[src/rtl/pipe_pkg.sv]
// pipe_pkg: shared bubble constant and per-boundary payload types for the pipelined CPU
package pipe_pkg;
  localparam logic [63:0] DEFAULT_BUBBLE = '0;
  typedef struct packed {
    logic [31:0] pc_plus4;
    logic [31:0] instr;
  } if_id_t;
  typedef struct packed {
    logic [31:0] pc_plus4;
    logic [31:0] rs1_val;
    logic [31:0] rs2_val;
    logic [31:0] imm;
    logic [4:0]  rd;
  } id_ex_t;
  typedef struct packed {
    logic [31:0] alu_res;
    logic [31:0] store_val;
    logic [4:0]  rd;
  } ex_mem_t;
  typedef struct packed {
    logic [31:0] wb_val;
    logic [4:0]  rd;
  } mem_wb_t;
endpackage

[src/rtl/pipe_skid_slot.sv]
// pipe_skid_slot: one-entry payload register with load/clear; clear wins and loads the bubble
module pipe_skid_slot import pipe_pkg::*; #(
  parameter int W = 64,
  parameter logic [W-1:0] BUBBLE = W'(DEFAULT_BUBBLE)
) (
  input  logic         clk_i,
  input  logic         rst_i,
  input  logic         load,
  input  logic         clear,
  input  logic [W-1:0] d,
  output logic         valid,
  output logic [W-1:0] q
);
  // entry register: reset/clear empties to bubble, load captures a beat, otherwise hold
  always_ff @(posedge clk_i or posedge rst_i)
    if (rst_i) begin
      valid <= 1'b0;
      q     <= BUBBLE;
    end else if (clear) begin
      valid <= 1'b0;
      q     <= BUBBLE;
    end else if (load) begin
      valid <= 1'b1;
      q     <= d;
    end
endmodule

[src/rtl/pipe_stage.sv]
// pipe_stage: valid/ready pipeline boundary register with stall, flush and optional skid slot (PIPE_STAGE_SKID_EN)
module pipe_stage import pipe_pkg::*; #(
  parameter int DATA_W = 64,
  parameter logic [DATA_W-1:0] BUBBLE = DATA_W'(DEFAULT_BUBBLE)
) (
  input  logic              clk_i,
  input  logic              rst_i,
  input  logic              valid_i,
  input  logic [DATA_W-1:0] data_i,
  output logic              ready_o,
  output logic              valid_o,
  output logic [DATA_W-1:0] data_o,
  input  logic              ready_i,
  input  logic              stall_i,
  input  logic              flush_i
);
  logic              valid_q, main_load, main_clear, accept, drain;
  logic [DATA_W-1:0] main_d;
  assign valid_o = valid_q & ~stall_i;
  assign drain   = valid_o & ready_i;
  assign accept  = valid_i & ready_o & ~flush_i;
`ifdef PIPE_STAGE_SKID_EN
  logic              skid_valid, skid_load, skid_clear;
  logic [DATA_W-1:0] skid_data;
  assign ready_o = ~rst_i & (flush_i | (~skid_valid & ~stall_i));
  // two-entry FIFO control: skid refills main on drain, overflow beats park in skid
  always_comb begin
    main_d     = skid_valid ? skid_data : data_i;
    main_load  = ~flush_i & ((drain & (skid_valid | accept)) | (~valid_q & accept));
    main_clear = flush_i | (drain & ~skid_valid & ~accept);
    skid_load  = ~flush_i & accept & valid_q & ~drain;
    skid_clear = flush_i | (drain & skid_valid);
  end
  pipe_skid_slot #(.W(DATA_W), .BUBBLE(BUBBLE)) u_skid (
    .clk_i (clk_i),
    .rst_i (rst_i),
    .load  (skid_load),
    .clear (skid_clear),
    .d     (data_i),
    .valid (skid_valid),
    .q     (skid_data)
  );
`else
  assign ready_o = ~rst_i & (flush_i | (~stall_i & (~valid_q | ready_i)));
  // single slot: accept loads (covers drain+accept pass-through), lone drain empties
  always_comb begin
    main_d     = data_i;
    main_load  = accept;
    main_clear = flush_i | (drain & ~accept);
  end
`endif
  pipe_skid_slot #(.W(DATA_W), .BUBBLE(BUBBLE)) u_main (
    .clk_i (clk_i),
    .rst_i (rst_i),
    .load  (main_load),
    .clear (main_clear),
    .d     (main_d),
    .valid (valid_q),
    .q     (data_o)
  );
endmodule
[config.mk]
export PLATFORM = sky130hd
export DESIGN_NAME = pipe_stage
export DESIGN_NICKNAME = d
export VERILOG_FILES = /design/src/rtl/pipe_pkg.sv /design/src/rtl/pipe_skid_slot.sv /design/src/rtl/pipe_stage.sv
export SDC_FILE = /design/constraint.sdc
export NUM_CORES = 1
export LEC_CHECK = 0
export CAP_MARGIN = 10
export CORE_MARGIN = 8
export CORE_UTILIZATION = 41
export DETAILED_ROUTE_END_ITERATION = 10
export GPL_TIMING_DRIVEN = 0
export PLACE_DENSITY = 0.95
export SKIP_LAST_GASP = 1
export SLEW_MARGIN = 0
export SYNTH_ARGS = -nofsm -noshare
export SYNTH_HDL_FRONTEND = slang
export SYNTH_SLANG_ARGS = --single-unit
[constraint.sdc]
create_clock -name clk_i -period 3.9 [get_ports clk_i]
set_input_delay 0.585 -clock clk_i [delete_from_list [all_inputs] [get_ports clk_i]]
set_output_delay 0.585 -clock clk_i [all_outputs]
set_load 0.01 [all_outputs]
# Yosys cells after proc, flatten, opt, wreduce, memory -nomap -nowiden
# Index checks and enable logic that the tools add are counted.
totals:
  register_bits: 65
  input_bits: 70
  output_inout_bits: 66
op_classes:
  n_mux: 4
  bitwise_logic: 15
  reduce_logical: 1
op_table:
  columns: ["operator", "n"]
  rows:
  - ["$mux 64", 2]
  - ["$and 1x1->1", 7]
  - ["$not 1->1", 5]
  - ["$or 1x1->1", 3]
  - ["$mux 1", 2]
  - ["$reduce_bool 2->1", 1]

# Depth between registers and ports, before layout
# Gate-level depths: netlist (run 1).
depth:
  depth_word: 11
  depth_mapped: 5
  depth_no_buf: 3

# Hierarchy
# From an unflattened synthesis (run 1), not the netlist that was laid out.
hier_totals:
  hier_cells: 217
  area_unflattened_um2: 2703.8
by_module_without_submodules:
  columns: ["mod", "n_inst", "cells_each", "area_per_inst_um2"]
  rows:
  - ["pipe_skid_slot", 1, 210, 2640.0]
  - ["pipe_stage", 1, 7, 63.8]

# Worst setup path before layout (run 1)
# Ideal clock, no wire load.
synth_timing:
  path_kind: "input to register"
  start: "in rst_i"
  end: "reg u_main.q[0]"
  setup_time_ps: 121
  arrival_ps: 1489
  required_time_ps: 3779
  setup_slack_ps: 2290
  cell_stages: 5
  n_path_buf: 2
  cell_sequence: "nand2b_4 o311a_1 buf_6 buf_6 a22o_1"
synth_between:
  elab_chain_len: 8
synth_lines:
  columns: ["element", "line_no", "text"]
  rows:
  - ["from (decl)", "pipe_stage.sv:7", "input logic rst_i,"]
  - ["$not 1->1 (*)", "pipe_stage.sv:44", "assign ready_o = ~rst_i & (flush_i | (~stall_i & (~valid_q | ready_i)));"]
  - ["$and 1x1->1 (*)", "pipe_stage.sv:44", null]
  - ["$and 1x1->1 (*) (2 in series)", "pipe_stage.sv:21", "assign accept = valid_i & ready_o & ~flush_i;"]
  - ["$not 1->1", "pipe_stage.sv:49", "main_clear = flush_i | (drain & ~accept);"]
  - ["$and 1x1->1", "pipe_stage.sv:49", null]
  - ["$or 1x1->1", "pipe_stage.sv:49", null]
  - ["$mux 64 or $reduce_bool 2->1 (tied branches)", null, null]
  - ["to (signal assigned)", "pipe_skid_slot.sv:18", "q <= BUBBLE;"]
  - ["to (signal assigned)", "pipe_skid_slot.sv:21", "q <= BUBBLE;"]
  - ["to (signal assigned)", "pipe_skid_slot.sv:24", "q <= d;"]
  - ["to (decl)", "pipe_skid_slot.sv:12", "output logic [W-1:0] q"]
# Every way passes the cells marked *; elsewhere a longest branch is shown, timed or not.
# A chain may end at the register's enable or synchronous reset.

# Final worst setup path (run 1)
layout_timing:
  start: "in stall_i"
  end: "out ready_o"
layout_between:
  elab_chain_len: 4
layout_lines:
  columns: ["element", "line_no", "text"]
  rows:
  - ["from (decl)", "pipe_stage.sv:14", "input logic stall_i,"]
  - ["$not 1->1", "pipe_stage.sv:44", null]
  - ["$and 1x1->1", "pipe_stage.sv:44", null]
  - ["$or 1x1->1", "pipe_stage.sv:44", null]
  - ["$and 1x1->1", "pipe_stage.sv:44", null]
  - ["to (decl)", "pipe_stage.sv:10", "output logic ready_o,"]
# No other way between the ends.

==> results of run 1 <==
-- synth_stat cells --
| cell type | number | share of area |
|---|---|---|
| o311a_1 | 1 | 0.0041 |
| nand3b_1 | 1 | 0.0031 |
| dfrtp_1 | 65 | 0.67 |
| nor2b_1 | 1 | 0.0026 |
| a21o_1 | 1 | 0.0031 |
| buf_6 | 12 | 0.055 |
| a22o_1 | 64 | 0.23 |
| a2111oi_4 | 1 | 0.011 |
| nand2b_1 | 1 | 0.0026 |
| a21oi_1 | 1 | 0.0021 |
| buf_2 | 1 | 0.0021 |
| inv_1 | 3 | 0.0046 |
| nand2b_4 | 1 | 0.0056 |
| o211ai_1 | 1 | 0.0031 |
| buf_4 | 1 | 0.0031 |
-- kinds of logic (layout without fill, tap and decap cells) --
logic type	Yosys count	count (layout)	share of synthesized area
AO/OA/AOI/OAI	69	69	0.254
flip-flops	65	65	0.667
buffers and inverters	17	169	0.0652
AND/OR/NAND/NOR	4	4	0.0139
-- per-layer routing --
layer / vias up / GRT usage / wire length (um) / part of all wire
met5: - / 0 / 0 / 0
met1: 921 / 0.183 / 2880 / 0.40
li1: 895 / - / - / -
met3: 11 / 0.0601 / 629 / 0.088
met2: 95 / 0.279 / 3560 / 0.50
met4: 0 / 0.0617 / 99 / 0.014
-- worst max-delay path by stage --
stage / end / startpoint / depth (start not counted) / slack (ps)
after floorplan: u_main.q[0] / rst_i / 1 / 1690
after global placement: u_main.q[42] / rst_i / 2 / 610
after detailed placement: ready_o / stall_i / 4 / 1290
after CTS: ready_o / stall_i / 4 / 1290
after global routing: ready_o / stall_i / 4 / 1220
final: ready_o / stall_i / 4 / 1300
-- stage by stage --
stage / hold slack, ps / worst slack [ps]
3_5_place_dp: 490 / 1290
2_1_floorplan: 544 / 1690
4_1_cts: 510 / 1290
6_report: 506 / 1300
5_1_grt: 514 / 1220
3_3_place_gp: 487 / 606
-- layout make-up --
cell class                 count  area, um^2  area share
tap                           75        93.8      0.0229
sequential                    65        1630       0.397
buffer                        14         148      0.0360
multi-input combinational     73         652       0.159
clock buffer                  11         141      0.0345
timing repair buffer         136        1370       0.335
inverter                       3        11.3     0.00275
clock inverter                 5        55.1      0.0134
-- flip-flops by register name (all words and copies together), names as in the netlist --
register,cells
u_main.q,64
u_main.valid,1
-- report_power, final --
group	switching [W]	leakage, nW	internal [W]	total, W
registers	0.0000135	0.895	0.000696	0.000710
clock network	0.000248	0.0953	0.000311	0.000558
logic	0.0000778	0.852	0.000131	0.000209
total	0.000339	1.84	0.00114	0.00148
==> flow_summary.yaml, run 1 <==
synthesis:
  synth_fp_nets: 225
  yosysWarnings: 0
  seq_area_frac_synth: 0.667
  syn_area_um2: 2440
  avgSynthCellArea_um2: 15.7
  syn_inst: 155
  ys_types: 15
  ys_ff_latch: 65
timing:
  grt_setup_unrepaired: "no"
  fmax_mhz: 385
  hold_viol: 0
  tightest_slew_ps: 554
  relSlewSlack: 0.630
  skew_ps: 7.88
  period_minus_slack_ps: 2600
  finalCritPeriodShare: 0.667
  finalSetupViolations: 0
  fin_setup_tns_ps: 0
  final_max_slew_viol_count: 0
placement:
  dp_hpwl_um: 5480
  io_buffers: 135
  placed_cells: 366
  gp_congestion: 0.740
  place_area_um2: 3900
cells_and_area:
  fillers: 424
  drive_gt1_frac: 0.107
  nNetsFinal: 372
  antennaDiodeCount: 0
  layout_common_cells: "135 x clkdlybuf4s50_1, 65 x dfrtp_1, 64 x a22o_1, 12 x buf_6, 10 x clkbuf_8"
  final_area_um2: 4100
  instances_no_fill: 382
  mostFrequentLayoutCell: "clkdlybuf4s50_1"
  utilization: 0.701
  syn_to_final_growth_pct: 68.2
die:
  dieArea_um2: 8670
  die_x_um: 93.1
  core_area_um2: 5850
  ios: 136
  die_y_um: 93.1
  start_util: 0.417
  fp-row-count: 28
critical_path:
  r2r_slack_ps: 2380
  path_class: "in -> out"
  crit_fanout: 6
  cp_data_arrival_time_ps: 2020
  setup.worst_path.start_class: "input pin"
  cpMostUsedCell: "clkdlybuf4s50_1"
  crit_required_ps: 3310
  reg2reg_to: "u_main.q[40]"
  path_buf_inv: 2
  crit_path_end_kind: "primary output"
  critPathMaxStageDelay_ps: 570
  path_delay_family: "buffers and inverters"
  crit_chain: "clkdlybuf4s50_1 > a21o_1 > a21oi_1 > clkdlybuf4s50_1"
  ff2ff_path_depth: 4
  critical-path-slowest-cell: "clkdlybuf4s50_1"
  regToRegStartpoint: "u_main.valid"
cts:
  cts_tree: "done"
  insertion_delay_ps: 320
  clock-sinks: 65
  hold_buffers: 0
  numCtsBuffers: 9
  clk_pin_slew_ps: 70
  post_cts_buffers: 0
  cts_repair_resize_count: 0
  htreeDepth: 3
  root_buffer: "clkbuf_8"
  cts_buffer_depth: 2
global_route:
  grt_max_degree: 41
  grt_first_pass_wirelength_um: 11100
  track_usage: 0.164
  first_global_vias: 2120
  overflow: 0
  antenna_found_initial: 0
detailed_routing:
  dr.pass1.iters: 4
  ant_nets: 0
  drt_iter0_markers: 92
  remaining_drc_errors: 0
  viasPerCell: 5.03
  vias: 1922
  routed_wl_um: 7170
  wl_per_cell_um: 18.8
power:
  p_per_area_nw_per_um2: 360
  power_w: 0.00148
  ir_drop_mv: 0.245
  p_leak_nw: 1.84
worst_hold_path:
  whs_endpoint: "u_main.q[8]"
  worstHoldStart: "u_main.q[8]"
  holdPathStages: 1
  hp-class: "reg -> reg"
outcome:
  status: "finished clean"
job:
  drv_cap: 0
No activity file was read; power rests on OpenSTA's default activity.
==> run 2: changes to the inputs <==
Settings changed: CORE_UTILIZATION 41 to 34, PLACE_DENSITY 0.95 to 0.87.
Clock period 3.9 ns to 2.3 ns, I/O delays scaled along.
==> run 2 against run 1 <==
- clock power rose by 92%
- combinational power up 69%
- sequential share of layout area decreased by 0.54 points
- sequential power up 69%
- clock skew about the same
- routed wire length down 0.33%
- first-iteration DRC count decreased by 37%
- sequential cell count is the same
- worst hold slack got worse by 5.0 ps
- final cell count rose by 6.3%
- die area is 17% higher
- via count up 1.0%
- critical path type unchanged
- largest power group unchanged
- highest routed layer unchanged
==> flow_summary.yaml, run 2 (synthesis gave the netlist of run 1 again) <==
cells_and_area:
  final_area_um2: 4160
  antennaDiodeCount: 0
  syn_to_final_growth_pct: 70.5
  top_register: "u_main.q"
  largest_register_ffs: 64
  drive_gt1_frac: 0.101
  layout_common_cells: "135 x clkdlybuf4s50_1, 65 x dfrtp_1, 64 x a22o_1, 12 x buf_6, 11 x clkbuf_8"
  mostFrequentLayoutCell: "clkdlybuf4s50_1"
  nNetsFinal: 372
  reg.largest.list: "u_main.q: 64 flops, u_main.valid: 1 flops"
worst_hold_path:
  whs_endpoint: "u_main.q[40]"
  hp-class: "reg -> reg"
  worstHoldStart: "u_main.q[40]"
  holdPathStages: 1
critical_path:
  crit_required_ps: 1960
  reg2reg_to: "u_main.q[20]"
  critPathMaxStageDelay_ps: 560
  cp_data_arrival_time_ps: 1810
  setup.worst_path.start_class: "input pin"
  ff2ff_path_depth: 4
  path_buf_inv: 3
  path_delay_family: "buffers and inverters"
  r2r_slack_ps: 760
  crit_path_end_kind: "primary output"
  crit_chain: "clkdlybuf4s50_1 > inv_1 > a21o_1 > a21oi_1 > clkdlybuf4s50_1"
  cpMostUsedCell: "clkdlybuf4s50_1"
  path_class: "in -> out"
  cp.depth: 5
  critical-path-slowest-cell: "clkdlybuf4s50_1"
  crit_fanout: 3
  regToRegStartpoint: "u_main.valid"
global_route:
  antenna_found_initial: 0
  grt_max_degree: 34
  grtUsageMet2: 0.218
  top_usage_layer: "met2"
  track_usage: 0.141
  overflow: 0
  gr-usage-met1: 0.174
  grt_first_pass_wirelength_um: 11100
  first_global_vias: 2121
  use_met3: 0.0559
cts:
  cts_buffer_depth: 2
  htreeDepth: 3
  post_cts_buffers: 0
  numCtsBuffers: 9
  insertion_delay_ps: 320
  clk_pin_slew_ps: 60
  clock-sinks: 65
  cts_tree: "done"
  cts_repair_resize_count: 0
  hold_buffers: 0
  root_buffer: "clkbuf_8"
timing:
  period_minus_slack_ps: 2150
  finalSetupViolations: 0
  finalCritPeriodShare: 0.936
  grt_setup_unrepaired: "no"
  final_max_slew_viol_count: 0
  skew_ps: 8.10
  relSlewSlack: 0.540
  tightest_slew_ps: 688
  fmax_mhz: 465
  hold_viol: 0
  fin_hold_ws_ps: 501
power:
  p_sw_frac: 0.211
  p_sw_w: 0.000556
  p_leak_nw: 1.86
  ir_drop_mv: 0.310
  combPwrFrac: 0.134
  p_int_w: 0.00208
  p_per_area_nw_per_um2: 633
  clkPwrFrac: 0.408
  power.sequential.fraction: 0.457
outcome:
  status: "finished clean"
die:
  die_y_um: 101
  ios: 136
  core_area_um2: 7100
  start_util: 0.343
  dieArea_um2: 10100
  fp-row-count: 31
  die_x_um: 101
placement:
  io_buffers: 135
  dp_hpwl_um: 5440
  gp_congestion: 0.693
  place_area_um2: 3930
detailed_routing:
  remaining_drc_errors: 0
  drt_iter0_markers: 58
  routed_wl_um: 7140
  wl_per_cell_um: 17.6
  viasPerCell: 4.78
  dr.pass1.iters: 4
  ant_nets: 0
  vias: 1942
job:
  drv_cap: 0
run 2: cell types whose count changed in the layout (fill, tap and decap cells not counted):
cell | before | now
clkinv_2 | 2 | 0
bufinv_16 | 1 | 2
clkbuf_8 | 10 | 11
clkinvlp_4 | 2 | 0
clkbuf_1 | 1 | 3
run 2: final cells by class:
cell class / count / area, um^2
well taps: 99 / 124
fillers: 574 / 2940
inverters: 3 / 11.3
plain buffers: 14 / 148
clock inverters: 2 / 60.1
repair buffers: 136 / 1370
multi-input cells: 73 / 652
clock buffers: 14 / 163
flip-flops and latches: 65 / 1630
run 2: worst max path at each step:
stage          slack (ps)    start      endpoint
2_1_floorplan         330    rst_i   u_main.q[0]
3_3_place_gp         -760    rst_i  u_main.q[28]
3_5_place_dp          160  ready_i       ready_o
4_1_cts               140  ready_i       ready_o
5_1_grt                90  ready_i       ready_o
6_report              150  ready_i       ready_o
run 2: metal layers:
layer | part of all wire | wire, um
met1 | 0.42 | 3020
met2 | 0.46 | 3300
met3 | 0.10 | 736
met4 | 0.012 | 88
met5 | 0 | 0
run 2: worst register-to-register path: stages (launching register included):
cell	delay (ps)
dfrtp_1	460
o311a_1	410
buf_6	160
buf_6	140
a22o_1	240
run 2: power groups by stage:
stage	logic (W)	registers [W]	clock network [W]
4_1_cts	0.000360	0.00120	0.00111
5_1_grt	0.000381	0.00121	0.00116
3_5_place_dp	0.000359	0.00122	0
2_1_floorplan	0.000106	0.00124	0
3_3_place_gp	0.000346	0.00122	0
6_report	0.000354	0.00120	0.00107
run 2: metrics by stage:
| step | std cells | setup TNS (ps) | utilization | setup slack, ps | power (W) |
|---|---|---|---|---|---|
| floorplan | 155 | 0 | - | 329 | 0.00135 |
| global placement | 389 | -49290 | 0.551 | -762 | 0.00157 |
| detailed placement | 390 | 0 | 0.554 | 156 | 0.00158 |
| CTS | 406 | 0 | 0.585 | 142 | 0.00268 |
| global route | 406 | 0 | 0.585 | 85.8 | 0.00275 |
| finish | 406 | 0 | 0.585 | 148 | 0.00263 |
==> run 3: changes to the inputs <==
Settings changed: PLACE_DENSITY 0.87 to 0.79.
==> run 3 against run 2 <==
- worst setup slack gained 44 ps
- total power shrank 3.5%
- clock power decreased by 8%
- global-route usage decreased by 0.17 points
- register-to-register slack barely moved
- sequential power about the same
- critical endpoint unchanged
==> flow_summary.yaml, run 3 (synthesis gave the netlist of run 1 again) <==
global_route:
  antenna_found_initial: 0
  grt_first_pass_wirelength_um: 11000
  first_global_vias: 2150
  track_usage: 0.140
  grt_max_degree: 35
  overflow: 0
detailed_routing:
  routed_wl_um: 7020
  drt_iter0_markers: 74
  viasPerCell: 4.75
  ant_nets: 0
  remaining_drc_errors: 0
  wl_per_cell_um: 17.3
  dr.pass1.iters: 4
  vias: 1927
die:
  ios: 136
  start_util: 0.343
  dieArea_um2: 10100
  die_y_um: 101
  fp-row-count: 31
  die_x_um: 101
  core_area_um2: 7100
cts:
  htreeDepth: 3
  hold_buffers: 0
  clk_pin_slew_ps: 60
  cts_tree: "done"
  cts_buffer_depth: 2
  post_cts_buffers: 0
  numCtsBuffers: 9
  cts_repair_resize_count: 0
  clock-sinks: 65
  root_buffer: "clkbuf_8"
  insertion_delay_ps: 330
placement:
  io_buffers: 135
  placed_cells: 390
  gp_congestion: 0.715
  dp_hpwl_um: 5360
  place_area_um2: 3930
cells_and_area:
  instances_no_fill: 406
  top_register: "u_main.q"
  final_area_um2: 4140
  nNetsFinal: 372
  syn_to_final_growth_pct: 69.9
  largest_register_ffs: 64
  utilization: 0.583
  fillers: 586
  mostFrequentLayoutCell: "clkdlybuf4s50_1"
  drive_gt1_frac: 0.104
  reg.largest.list: "u_main.q: 64 flops, u_main.valid: 1 flops"
  antennaDiodeCount: 0
  layout_common_cells: "135 x clkdlybuf4s50_1, 65 x dfrtp_1, 64 x a22o_1, 12 x buf_6, 12 x clkbuf_8"
critical_path:
  path_class: "in -> out"
  cp_data_arrival_time_ps: 1760
  critical-path-slowest-cell: "clkdlybuf4s50_1"
  path_delay_family: "buffers and inverters"
  crit_chain: "clkdlybuf4s50_1 > a21o_1 > a21oi_1 > clkdlybuf4s50_1"
  path_buf_inv: 2
  crit_path_end_kind: "primary output"
  cpMostUsedCell: "clkdlybuf4s50_1"
  setup.worst_path.start_class: "input pin"
  critPathMaxStageDelay_ps: 550
  crit_fanout: 6
  crit_required_ps: 1960
power:
  ir_drop_mv: 0.331
  power_w: 0.00254
  p_per_area_nw_per_um2: 613
  p_leak_nw: 1.85
outcome:
  status: "finished clean"
timing:
  period_minus_slack_ps: 2110
  final_max_slew_viol_count: 0
  fin_hold_ws_ps: 502
  grt_setup_unrepaired: "no"
  fmax_mhz: 474
  skew_ps: 7.62
  tightest_slew_ps: 684
  relSlewSlack: 0.543
  finalSetupViolations: 0
  hold_viol: 0
  finalCritPeriodShare: 0.917
job:
  drv_cap: 0
worst_hold_path:
  hp-class: "in -> async"
==> run 3: changes by cell type in the layout (fill, tap and decap cells not counted), sizes merged <==
cell    previous run  this run
clkinv             0         1
bufinv             2         1
==> run 3: worst register-to-register path: cells and delay by family, from the launching register on <==
family          cells  cell delay, ps
compound gates      2             650
buf+inv             2             310
flops               1             460
==> run 3: metrics by stage <==
stage / setup TNS (ps) / setup slack (ps)
after floorplan: 0 / 329
final: 0 / 192
after global routing: 0 / 110
after CTS: 0 / 189
after global placement: -53030 / -819
after detailed placement: 0 / 206
==> run 3: path summary, 6_finish.rpt <==
| check | from | end | slack [ps] | depth (start not counted) |
|---|---|---|---|---|
| max | stall_i | ready_o | 190 | 4 |
| min | rst_i | u_main.q[31] | 500 | 2 |
| max reg2reg | u_main.valid | u_main.q[50] | 770 | 4 |
| min reg2reg | u_main.q[41] | u_main.q[41] | 500 | 1 |
| max in group asynchronous | rst_i | u_main.q[11] | 1190 | 3 |
| min in group clk_i | u_main.q[41] | u_main.q[41] | 500 | 1 |
==> run 3: report_power, final <==
part           switching [W]  internal, W  total (W)
clock               0.000394     0.000589   0.000983
combinational       0.000131     0.000222   0.000353
sequential         0.0000224      0.00118    0.00120
==> run 3: cell type report <==
cell class,count,area (um^2),area share
sequential,65,1630,0.393
clock inverter,2,35.0,0.00846
buffer,14,148,0.0357
tap,99,124,0.0299
timing repair buffer,136,1370,0.331
multi-input combinational,73,652,0.157
clock buffer,14,173,0.0417
inverter,3,11.3,0.00272
==> run 3: metal layers <==
| layer | global-route usage | part of all wire | routed length [um] | vias to the layer above |
|---|---|---|---|---|
| li1 | - | - | - | 893 |
| met1 | 0.167 | 0.42 | 2980 | 935 |
| met4 | 0.0593 | 0.014 | 95 | 0 |
| met3 | 0.0456 | 0.093 | 651 | 9 |
| met5 | 0 | 0 | 0 | - |
| met2 | 0.224 | 0.47 | 3300 | 90 |
